===== src/rtl/huff_stream_ctrl_if.sv =====
// huff_stream_ctrl_if: input-word, decoder and output-symbol handshakes
// master: stream source / decoder / output sink side
// slave : huff_stream_ctrl side
interface huff_stream_ctrl_if;
    logic [31:0] in_data;
    logic        in_valid;
    logic        in_ready;
    logic        in_last;
    logic [5:0]  dec_window;
    logic        dec_req;
    logic        dec_valid;
    logic [2:0]  dec_len;
    logic [3:0]  dec_sym;
    logic [15:0] out_data;
    logic [2:0]  out_cnt;
    logic        out_valid;
    logic        out_ready;
    modport slave (
        input  in_data, in_valid, in_last, dec_valid, dec_len, dec_sym, out_ready,
        output in_ready, dec_window, dec_req, out_data, out_cnt, out_valid
    );
    modport master (
        output in_data, in_valid, in_last, dec_valid, dec_len, dec_sym, out_ready,
        input  in_ready, dec_window, dec_req, out_data, out_cnt, out_valid
    );
endinterface


===== src/rtl/huff_stream_ctrl.sv =====
// huff_stream_ctrl: feeds a 64-bit bit buffer to a Huffman decoder and packs symbols
// clk, rst          : clock, asynchronous active-high reset
// i_start           : begin a stream (IDLE/DONE only), i_sym_total latched
// io_bus            : in_* word stream, dec_* decoder handshake, out_* packed symbols
// o_busy/o_done/o_err/o_sym_done : status and running symbol count
// HSC_TIMEOUT_EN    : enables the decoder response timeout (TIMEOUT_CYC)
module huff_stream_ctrl #(
    parameter int TIMEOUT_CYC = 8,
    parameter int CNT_W       = 16
) (
    input  logic             clk,
    input  logic             rst,
    input  logic             i_start,
    input  logic [CNT_W-1:0] i_sym_total,
    huff_stream_ctrl_if.slave io_bus,
    output logic             o_busy,
    output logic             o_done,
    output logic             o_err,
    output logic [CNT_W-1:0] o_sym_done
);
    typedef enum logic [2:0] {S_IDLE, S_FETCH, S_REQ, S_WAIT, S_EMIT, S_DONE} state_t;
    state_t           r_state;
    logic [63:0]      r_buf;
    logic [6:0]       r_bcnt;
    logic             r_last;
    logic [15:0]      r_pack;
    logic [2:0]       r_pcnt;
    logic [CNT_W-1:0] r_total;
    logic [CNT_W-1:0] r_sym;
    logic             r_err;
    logic             r_dec_req;
    logic [5:0]       r_win;
    logic [15:0]      r_out_data;
    logic [2:0]       r_out_cnt;
    logic             r_out_valid;
`ifdef HSC_TIMEOUT_EN
    logic [31:0]      r_tcnt;
`endif
    logic             w_active, w_in_ready, w_in_fire, w_len_bad, w_take, w_space, w_starve, w_go;
    logic [6:0]       w_len, w_bcnt_s, w_bcnt_n;
    logic [63:0]      w_buf_s, w_buf_n;
    logic [15:0]      w_pack_n;
    logic [CNT_W-1:0] w_sym_n;
    // Bits below bcnt are always zero, so the window needs no explicit padding mask.
    always_comb begin
        w_active   = r_state != S_IDLE && r_state != S_DONE;
        w_in_ready = w_active && r_bcnt <= 7'd32 && !r_last;
        w_in_fire  = w_in_ready && io_bus.in_valid;
        w_len      = {4'd0, io_bus.dec_len};
        w_len_bad  = io_bus.dec_len == 3'd0 || w_len > r_bcnt;
        w_take     = r_state == S_WAIT && io_bus.dec_valid && !w_len_bad;
        // consume first, then append the new word directly below the remaining bits
        w_buf_s    = w_take ? r_buf << io_bus.dec_len : r_buf;
        w_bcnt_s   = w_take ? r_bcnt - w_len : r_bcnt;
        w_buf_n    = w_in_fire ? w_buf_s | ({io_bus.in_data, 32'd0} >> w_bcnt_s) : w_buf_s;
        w_bcnt_n   = w_in_fire ? w_bcnt_s + 7'd32 : w_bcnt_s;
        w_pack_n   = r_pack | ({io_bus.dec_sym, 12'd0} >> {r_pcnt, 2'b00});
        w_sym_n    = r_sym + CNT_W'(1);
        w_space    = !r_out_valid || r_pcnt != 3'd4;
        w_starve   = r_last && r_bcnt == 7'd0 && r_sym < r_total;
        w_go       = w_space && (r_bcnt >= 7'd6 || (r_last && r_bcnt != 7'd0));
    end
    always_ff @(posedge clk or posedge rst) begin
        if (rst) begin
            r_state     <= S_IDLE;
            r_buf       <= '0;
            r_bcnt      <= '0;
            r_last      <= 1'b0;
            r_pack      <= '0;
            r_pcnt      <= '0;
            r_total     <= '0;
            r_sym       <= '0;
            r_err       <= 1'b0;
            r_dec_req   <= 1'b0;
            r_win       <= '0;
            r_out_data  <= '0;
            r_out_cnt   <= '0;
            r_out_valid <= 1'b0;
`ifdef HSC_TIMEOUT_EN
            r_tcnt      <= '0;
`endif
        end else begin
            r_buf     <= w_buf_n;
            r_bcnt    <= w_bcnt_n;
            r_dec_req <= 1'b0;
            if (w_in_fire && io_bus.in_last) r_last <= 1'b1;
            case (r_state)
                S_IDLE, S_DONE: if (i_start) begin
                    r_buf   <= '0;
                    r_bcnt  <= '0;
                    r_last  <= 1'b0;
                    r_pack  <= '0;
                    r_pcnt  <= '0;
                    r_sym   <= '0;
                    r_err   <= 1'b0;
                    r_total <= i_sym_total;
                    r_state <= i_sym_total == '0 ? S_DONE : S_FETCH;
                end
                S_FETCH: if (w_starve) begin
                    // stream ran dry early: flag it and flush whatever is packed
                    r_err <= 1'b1;
                    if (r_pcnt != 3'd0) begin
                        r_out_valid <= 1'b1;
                        r_out_data  <= r_pack;
                        r_out_cnt   <= r_pcnt;
                        r_state     <= S_EMIT;
                    end else r_state <= S_DONE;
                end else if (w_go) r_state <= S_REQ;
                S_REQ: begin
                    r_dec_req <= 1'b1;
                    r_win     <= r_buf[63:58];
                    r_state   <= S_WAIT;
`ifdef HSC_TIMEOUT_EN
                    r_tcnt    <= '0;
`endif
                end
                S_WAIT: if (io_bus.dec_valid) begin
                    if (w_len_bad) begin
                        r_err   <= 1'b1;
                        r_state <= S_DONE;
                    end else begin
                        r_pack <= w_pack_n;
                        r_pcnt <= r_pcnt + 3'd1;
                        r_sym  <= w_sym_n;
                        if (r_pcnt == 3'd3 || w_sym_n == r_total) begin
                            r_out_valid <= 1'b1;
                            r_out_data  <= w_pack_n;
                            r_out_cnt   <= r_pcnt + 3'd1;
                            r_state     <= S_EMIT;
                        end else r_state <= S_FETCH;
                    end
                end
`ifdef HSC_TIMEOUT_EN
                else if (r_tcnt == 32'(TIMEOUT_CYC - 1)) begin
                    r_err   <= 1'b1;
                    r_state <= S_DONE;
                end else r_tcnt <= r_tcnt + 32'd1;
`endif
                S_EMIT: if (io_bus.out_ready) begin
                    r_out_valid <= 1'b0;
                    r_out_data  <= '0;
                    r_out_cnt   <= '0;
                    r_pack      <= '0;
                    r_pcnt      <= '0;
                    r_state     <= (r_err || r_sym == r_total) ? S_DONE : S_FETCH;
                end
                default: r_state <= S_IDLE;
            endcase
        end
    end
    assign io_bus.in_ready   = w_in_ready;
    assign io_bus.dec_window = r_win;
    assign io_bus.dec_req    = r_dec_req;
    assign io_bus.out_data   = r_out_data;
    assign io_bus.out_cnt    = r_out_cnt;
    assign io_bus.out_valid  = r_out_valid;
    assign o_busy            = w_active;
    assign o_done            = r_state == S_DONE;
    assign o_err             = r_err;
    assign o_sym_done        = r_sym;
endmodule


===== src/flat_wrapper.sv =====
// flat-port wrapper written by rule: the top's interface ports become plain ports
module huff_stream_ctrl_flat 
#(
    parameter int TIMEOUT_CYC = 8,
    parameter int CNT_W       = 16
)
  (clk, rst, i_start, i_sym_total, o_busy, o_done, o_err, o_sym_done, io_bus_in_data, io_bus_in_valid, io_bus_in_last, io_bus_dec_valid, io_bus_dec_len, io_bus_dec_sym, io_bus_out_ready, io_bus_in_ready, io_bus_dec_window, io_bus_dec_req, io_bus_out_data, io_bus_out_cnt, io_bus_out_valid);
  huff_stream_ctrl_if io_bus_i ();
  input  logic clk;
  input  logic rst;
  input  logic i_start;
  input  logic [CNT_W-1:0] i_sym_total;
  output logic o_busy;
  output logic o_done;
  output logic o_err;
  output logic [CNT_W-1:0] o_sym_done;
  input wire logic [$bits(io_bus_i.in_data)-1:0] io_bus_in_data;
  input wire logic [$bits(io_bus_i.in_valid)-1:0] io_bus_in_valid;
  input wire logic [$bits(io_bus_i.in_last)-1:0] io_bus_in_last;
  input wire logic [$bits(io_bus_i.dec_valid)-1:0] io_bus_dec_valid;
  input wire logic [$bits(io_bus_i.dec_len)-1:0] io_bus_dec_len;
  input wire logic [$bits(io_bus_i.dec_sym)-1:0] io_bus_dec_sym;
  input wire logic [$bits(io_bus_i.out_ready)-1:0] io_bus_out_ready;
  output wire logic [$bits(io_bus_i.in_ready)-1:0] io_bus_in_ready;
  output wire logic [$bits(io_bus_i.dec_window)-1:0] io_bus_dec_window;
  output wire logic [$bits(io_bus_i.dec_req)-1:0] io_bus_dec_req;
  output wire logic [$bits(io_bus_i.out_data)-1:0] io_bus_out_data;
  output wire logic [$bits(io_bus_i.out_cnt)-1:0] io_bus_out_cnt;
  output wire logic [$bits(io_bus_i.out_valid)-1:0] io_bus_out_valid;
  assign io_bus_i.in_data = io_bus_in_data;
  assign io_bus_i.in_valid = io_bus_in_valid;
  assign io_bus_i.in_last = io_bus_in_last;
  assign io_bus_i.dec_valid = io_bus_dec_valid;
  assign io_bus_i.dec_len = io_bus_dec_len;
  assign io_bus_i.dec_sym = io_bus_dec_sym;
  assign io_bus_i.out_ready = io_bus_out_ready;
  assign io_bus_in_ready = io_bus_i.in_ready;
  assign io_bus_dec_window = io_bus_i.dec_window;
  assign io_bus_dec_req = io_bus_i.dec_req;
  assign io_bus_out_data = io_bus_i.out_data;
  assign io_bus_out_cnt = io_bus_i.out_cnt;
  assign io_bus_out_valid = io_bus_i.out_valid;
  huff_stream_ctrl #(.TIMEOUT_CYC(TIMEOUT_CYC), .CNT_W(CNT_W)) u_core (.clk(clk), .rst(rst), .i_start(i_start), .i_sym_total(i_sym_total), .io_bus(io_bus_i), .o_busy(o_busy), .o_done(o_done), .o_err(o_err), .o_sym_done(o_sym_done));
endmodule

===== config.mk =====
export PLATFORM = sky130hd
export DESIGN_NAME = huff_stream_ctrl_flat
export DESIGN_NICKNAME = d
export VERILOG_FILES = /design/src/rtl/huff_stream_ctrl_if.sv /design/src/rtl/huff_stream_ctrl.sv /design/src/flat_wrapper.sv
export SDC_FILE = /design/constraint.sdc
export NUM_CORES = 1
export LEC_CHECK = 0
export CAP_MARGIN = 20
export CORE_MARGIN = 8
export CORE_UTILIZATION = 40
export CTS_BUF_LIST = sky130_fd_sc_hd__clkbuf_2 sky130_fd_sc_hd__clkbuf_4 sky130_fd_sc_hd__clkbuf_8
export DETAILED_ROUTE_END_ITERATION = 10
export PLACE_DENSITY = 0.69
export SETUP_SLACK_MARGIN = 0.05
export SLEW_MARGIN = 0
export SYNTH_ARGS = -nofsm -noshare
export SYNTH_HDL_FRONTEND = slang
export SYNTH_SLANG_ARGS = --single-unit
export TNS_END_PERCENT = 50

===== constraint.sdc =====
create_clock -name clk -period 6.1 [get_ports clk]
set_input_delay 1.525 -clock clk [delete_from_list [all_inputs] [get_ports clk]]
set_output_delay 1.525 -clock clk [all_outputs]
set_load 0.03 [all_outputs]

==> run metrics, run 1 <==
worst hold path type flop to flop; Mapped Area 12670 sq um; global route total overflow 0; DIE AREA 37610 sq um; Post-synth top flop dfrtp_1; # diodes 0; DR pass1 iterations 5; Worst R2R Path Depth 12; Power Density 559.2 nW/um^2; fin util 45.86%; CTS buffer count 17; final setup TNS 0 ps; Die X-Extent 193.9 um; routability congestion estimate 1.015; critical path endpoint category flop; status finished clean; synthesized area per cell 7.833 sq um; Final Cycle Share 81.90%; largest net degree at the start of global routing 97; CP Data Required Time 6440 ps; clk sink count 154; CTS Root Cell clkbuf_8; post-route ant nets 0; headroom to the max-slew limit 28.61%; Vias per Instance 6.574; Worst-Margin Slew 1071 ps; Internal 3.487 mW; unrepaired setup endpoints after global routing false; worst skew pair latency 480 ps; initial drt markers 1494; Reg clk slew, reported paths 100 ps; Async SR Flop Fraction 100.0%; Ys Warns 0; placed cells 2033; # DRC 0; max-slew violation count 0; Detailed Route WL 46240 um; layout cells sized above 1 8.479%; IO Pins 109; global-route wire length before repair 72610 um; IO Port Bufs 108; crit path DAT 5330 ps; switching portion of total power 56.69%; row cnt 65; Worst Clk Skew 21.96 ps; Final min period 4996 ps; initial antenna violation count 0; drt wl/cell 22.39 um; setup bufs post-CTS 0; PostCTS Resize Cnt 0; Post-CTS Hold Buffers 0; IR drop worst, VDD 0.3024 mV; final total power 8.051 mW; post-DP HPWL 34020 um; leakage 6.018 nW; critical path class primary input to flop; Cells after Synth 1617; CTS tree yes; Net Sw Power 4.564 mW; H-tree lvl count 4; Max Cap Viol 0; fmax 0.2002 GHz; Seq cells post-synth 154; combinational share of power 67.8%; critical path startpoint category primary input; GRT Resource Usage Total 23.60%; final cell count without fillers 2065; Final nets 1736; Seq/Total Area, Yosys 30.43%; Flop pwr share 21.9%; Layout Area Growth over Synthesis 13.67%; # fillers 3138; Die Height 193.9 um; Netlist cell types 84; via count of the first global-routing pass 12770; Clock Power Share 10.2%; Net Count, Synth 1703; crit-path max FO 20; vias 13580; core footprint 31390 sq um; multi-input logic area 8129 sq um; Max clock buf depth 2; hold depth 1; FF+latch area 3854 sq um; Initial Util 40.35%; Final Hold Fails 0; number of synthesized flops with an enable pin 0; # setup viols final 0
-- critical path: stages --
cell and delay (ps):
buf_4 130, inv_1 200, ha_1 270, nor2b_1 130, o21a_1 230, o2bb2ai_4 300, or3_1 580, buf_4 300
nand3_1 160, nand4_1 150, nand4_1 300, a21oi_1 520, a211oi_1 140, nor3_1 370
-- area by class of cell --
type                    count  area share, %
flip-flops and latches    154          26.77
multi-input cells        1298          56.46
inverters                  32         0.8690
well taps                 402          3.494
clock inverters            15          1.330
repair buffers            147          9.455
clock buffers              17          1.625
-- through the flow --
| step | setup slack [ps] | instance area, sq um | hold slack, ps |
|---|---|---|---|
| final | 1104 | 14400 | 501.4 |
| after global routing | 943.5 | 14400 | 506.8 |
| after CTS | 1228 | 14400 | 501.6 |
| after detailed placement | 727.4 | 13970 | 473.8 |
| after global placement | 682.6 | 13970 | 472.3 |
| after floorplan | 425.2 | 12670 | 449.7 |
-- cell usage after synthesis (all sizes together), types with 21 or more instances --
library cell / count / area share (%)
o21ai: 126 / 5.0
a21oi: 99 / 4.0
nor3: 27 / 1.2
a31oi: 65 / 3.2
nand3: 121 / 4.9
nand2: 190 / 5.7
nand4: 86 / 4.4
a211oi: 26 / 1.5
nor2: 141 / 4.3
clkbuf: 68 / 2.0
buf: 65 / 2.6
ha: 23 / 2.3
o22ai: 31 / 1.5
mux2i: 77 / 6.1
mux2: 21 / 1.9
and3: 40 / 2.0
dfrtp: 154 / 30
o211ai: 22 / 1.3
inv: 32 / 0.95
-- power by group through the flow --
stage | Combinational (mW) | Clock, mW | Sequential, mW
2_1_floorplan | 3.48 | 0 | 1.80
3_3_place_gp | 5.25 | 0 | 1.76
3_5_place_dp | 5.27 | 0 | 1.77
4_1_cts | 5.30 | 0.835 | 1.76
5_1_grt | 5.81 | 0.880 | 1.81
6_report | 5.46 | 0.823 | 1.77
-- cell usage in the layout, fill, tap and decap left out, types with 7 or more instances in the layout --
master	Yosys	final
nand3_1	117	117
and2_1	8	7
a221oi_1	15	15
dfrtp_1	154	154
o31ai_1	10	10
a211oi_1	26	26
inv_1	29	28
a21oi_1	98	98
xnor2_1	17	17
o21ai_1	29	28
clkbuf_8	0	17
a22oi_1	13	13
o211ai_1	21	21
o21ai_0	97	97
o2bb2ai_1	16	16
nand4_1	85	85
and3_1	40	40
mux2i_1	77	77
nor4_1	7	7
ha_1	23	23
xor2_1	10	10
mux2_2	19	19
clkdlybuf4s50_1	0	105
nor2_1	136	135
o22ai_1	31	31
buf_4	7	40
a31oi_1	65	65
nor2b_1	8	8
nand2_1	188	187
nor3_1	26	25
o221ai_1	7	7
-- layer usage --
layer / GRT usage (%) / vias to the layer above / wire, um
li1: - / 6161 / -
met5: 0 / - / 0
met1: 32.27 / 6517 / 19680
met3: 4.703 / 113 / 4565
met4: 9.590 / 0 / 1774
met2: 36.04 / 784 / 20220
-- final timing paths --
path | startpoint | to | slack, ps
setup / recovery | io_bus_dec_len[1] | u_core.r_buf[20]$_DFF_PP0_ | 1100
hold / removal | u_core.io_bus.out_data[6]$_DFFE_PP0P_ | u_core.io_bus.out_data[6]$_DFFE_PP0P_ | 500
setup reg to reg | u_core.r_bcnt[1]$_DFF_PP0_ | u_core.r_buf[20]$_DFF_PP0_ | 1950
max in group asynchronous | rst | u_core.o_sym_done[13]$_DFFE_PP0P_ | 3520
min in group asynchronous | rst | u_core.io_bus.out_cnt[0]$_DFFE_PP0P_ | 1560
hold reg to reg | u_core.io_bus.out_data[6]$_DFFE_PP0P_ | u_core.io_bus.out_data[6]$_DFFE_PP0P_ | 500
-- cell families after synthesis --
kind of cell | count (synthesis) | share of synthesized area, %
AO/OA/AOI/OAI | 485 | 24.91
XOR/XNOR | 29 | 2.302
adder cells (fa/ha/maj) | 24 | 2.430
buffers and inverters | 165 | 5.552
flip-flops | 154 | 30.43
multiplexers | 104 | 9.078
AND/OR/NAND/NOR | 656 | 25.30
-- registers in the layout (all words and copies together), names as in the netlist, 6 cells and up --
name and cells:
u_core.r_buf 64, u_core.io_bus.out_data 16, u_core.o_sym_done 16, u_core.r_pack 16, u_core.r_total 16, u_core.r_bcnt 7, u_core.io_bus.dec_window 6
(Power assumes the default switching activity.)
==> run 2: changes to the inputs <==
==> constraint.sdc (replaced) <==
create_clock -name clk -period 4.71 [get_ports clk]
set_input_delay 1.1775 -clock clk [delete_from_list [all_inputs] [get_ports clk]]
set_output_delay 1.1775 -clock clk [all_outputs]
set_load 0.03 [all_outputs]
==> run 2 against run 1 <==
Against the previous run:
- utilization grew 1.4 points
- first-iteration DRC count up 6.0%
- global-route usage up 1.7 points
- hold slack improved by 3.4 ps
- power is 38% higher
- combinational power up 42%
- non-clock buffer count grew 48
- routed wire length increased by 6.6%
- sequential share of layout area decreased by 0.80 points
- largest cell class unchanged
==> run metrics, run 2 (synthesized netlist as in run 1, its figures left out) <==
Max Cap Viol 0 (unchanged); global route total overflow 0 (unchanged); via count of the first global-routing pass 13070 (+2.3%); Max clock buf depth 2 (unchanged); setup bufs post-CTS 0 (unchanged); critical path class primary input to flop; leakage 6.271 nW (+4.2%); Vias per Instance 6.518 (-0.86%); most frequent cells in the layout nand2_1, dfrtp_1, nor2_1, nand3_1, clkdlybuf4s50_1; global-route wire length before repair 76850 um (+5.8%); initial antenna violation count 0 (unchanged); worst hold path type flop to flop; switching portion of total power 55.28% (-1.4 points); Flop pwr share 20.7% (-1.2 points); # setup viols final 0 (unchanged); Layout Area Growth over Synthesis 17.19%; worst skew pair latency 480 ps (about the same); Worst-Margin Slew 1059 ps (-11.47 ps); Final Hold Fails 0 (unchanged); combinational share of power 69.9% (+2.1 points); Worst Clk Skew 23.14 ps (+1.176 ps); Final Cycle Share 89.06%; final setup TNS 0 ps (unchanged); largest net degree at the start of global routing 97 (unchanged); FF-to-FF setup slack 770 ps (-1180 ps); max FFs per register 64 (unchanged); Power Density 748.6 nW/um^2 (+34%); H-tree lvl count 4 (unchanged); IO Pins 109 (unchanged); Final nets 1784 (+2.8%); IR drop worst, VDD 0.3635 mV (+20%); Clock Power Share 9.4% (-0.8 points); CP Data Required Time 5120 ps (-1320 ps); GRT Resource Usage Total 25.30% (+1.7 points); Net Sw Power 6.143 mW (+35%); DIE AREA 37610 sq um (unchanged); Detailed Route WL 49290 um (+6.6%); crit path DAT 4600 ps (-730 ps); Largest Register u_core.r_buf; vias 13780 (+1.5%); post-DP HPWL 36320 um (+6.8%); clk sink count 154 (unchanged); # fillers 3117 (-0.67%); DR pass1 iterations 5 (unchanged); Post-CTS Hold Buffers 0 (unchanged); CTS tree yes; critical path endpoint category flop; Reg clk slew, reported paths 120 ps (+20 ps); Initial Util 40.35% (unchanged); drt wl/cell 23.32 um (+4.1%); commonest non-fill, non-tap cell in the layout nand2_1; routability congestion estimate 1.008 (-0.71%); PostCTS Resize Cnt 0 (unchanged); Hold WS 504.9 ps (+3.432 ps); status finished clean; max-slew violation count 0 (unchanged); crit-path max FO 31 (+55%); Die X-Extent 193.9 um (unchanged); CTS buffer count 17 (unchanged); headroom to the max-slew limit 28.63% (about the same); CTS Root Cell clkbuf_8; final total power 11.11 mW (+38%); fmax 0.2384 GHz; # DRC 0 (unchanged); Die Height 193.9 um (unchanged); Final min period 4195 ps; layout cells sized above 1 11.05% (+2.6 points); unrepaired setup endpoints after global routing false; core footprint 31390 sq um (unchanged); critical path startpoint category primary input; fin util 47.28% (+1.4 points); post-route ant nets 0 (unchanged); row cnt 65 (unchanged); initial drt markers 1584 (+6.0%); IO Port Bufs 108 (unchanged); Internal 4.968 mW (+42%)
run 2: changes by cell type in the layout (fill, tap and decap cells not counted):
cell and change:
clkinv_8 -3, clkinvlp_4 +2, buf_12 +9, inv_6 +1, diode_2 +1, buf_4 +39, inv_8 +1, inv_12 -1
run 2: power by group through the flow:
stage                     registers [mW]  logic (mW)  clock network (mW)
after floorplan                     2.33        4.51                   0
after global placement              2.30        7.46                   0
after detailed placement            2.31        7.49                   0
after CTS                           2.28        7.53                1.06
after global routing                2.36        8.22                1.11
final                               2.30        7.76                1.05
run 2: final timing paths:
path	from	cells past startpoint	to
worst min register to register	u_core.io_bus.out_data[0]$_DFFE_PP0P_	1	u_core.io_bus.out_data[0]$_DFFE_PP0P_
worst min-delay path	u_core.io_bus.out_data[0]$_DFFE_PP0P_	1	u_core.io_bus.out_data[0]$_DFFE_PP0P_
worst max-delay path	io_bus_dec_len[1]	14	u_core.r_buf[49]$_DFF_PP0_
min in group asynchronous	rst	2	u_core.io_bus.out_data[5]$_DFFE_PP0P_
max in group asynchronous	rst	3	u_core.r_buf[43]$_DFF_PP0_
worst max register to register	u_core.o_sym_done[0]$_DFFE_PP0P_	11	u_core.io_bus.out_cnt[2]$_DFFE_PP0P_
run 2: critical path, cell delays in order:
cell and delay [ps]:
buf_4 130, inv_1 80, ha_1 280, nor2b_1 130, o21a_1 240, a2bb2oi_4 200, a21oi_4 680, o21ai_1 230
a32oi_1 250, nand3_1 370, mux2i_1 420, buf_4 200, a221oi_1 70, nor2_1 120
run 2: cell type report:
type	count	area, sq um	area share [%]
multi-input combinational	1298	8129	54.77
sequential	154	3854	25.96
timing repair buffer	195	1834	12.36
tap	402	503.0	3.389
clock buffer	17	234.0	1.576
clock inverter	15	162.7	1.096
inverter	32	123.9	0.8345
antenna	1	2.502	0.01686
run 2: metrics by stage:
stage          cells  instance area [sq um]  worst slack [ps]
2_1_floorplan   1617                  12670             20.99
3_3_place_gp    2081                  14440             151.1
3_5_place_dp    2081                  14440             128.6
4_1_cts         2113                  14840             617.8
5_1_grt         2113                  14840             402.8
6_report        2114                  14840             515.2
run 2: per-layer routing:
| metal | vias up | global-route usage (%) | part of all wire (%) |
|---|---|---|---|
| li1 | 6248 | - | - |
| met1 | 6617 | 34.58 | 43 |
| met2 | 791 | 38.29 | 44 |
| met3 | 122 | 5.519 | 9.3 |
| met4 | 0 | 10.24 | 4.1 |
| met5 | - | 0 | 0 |
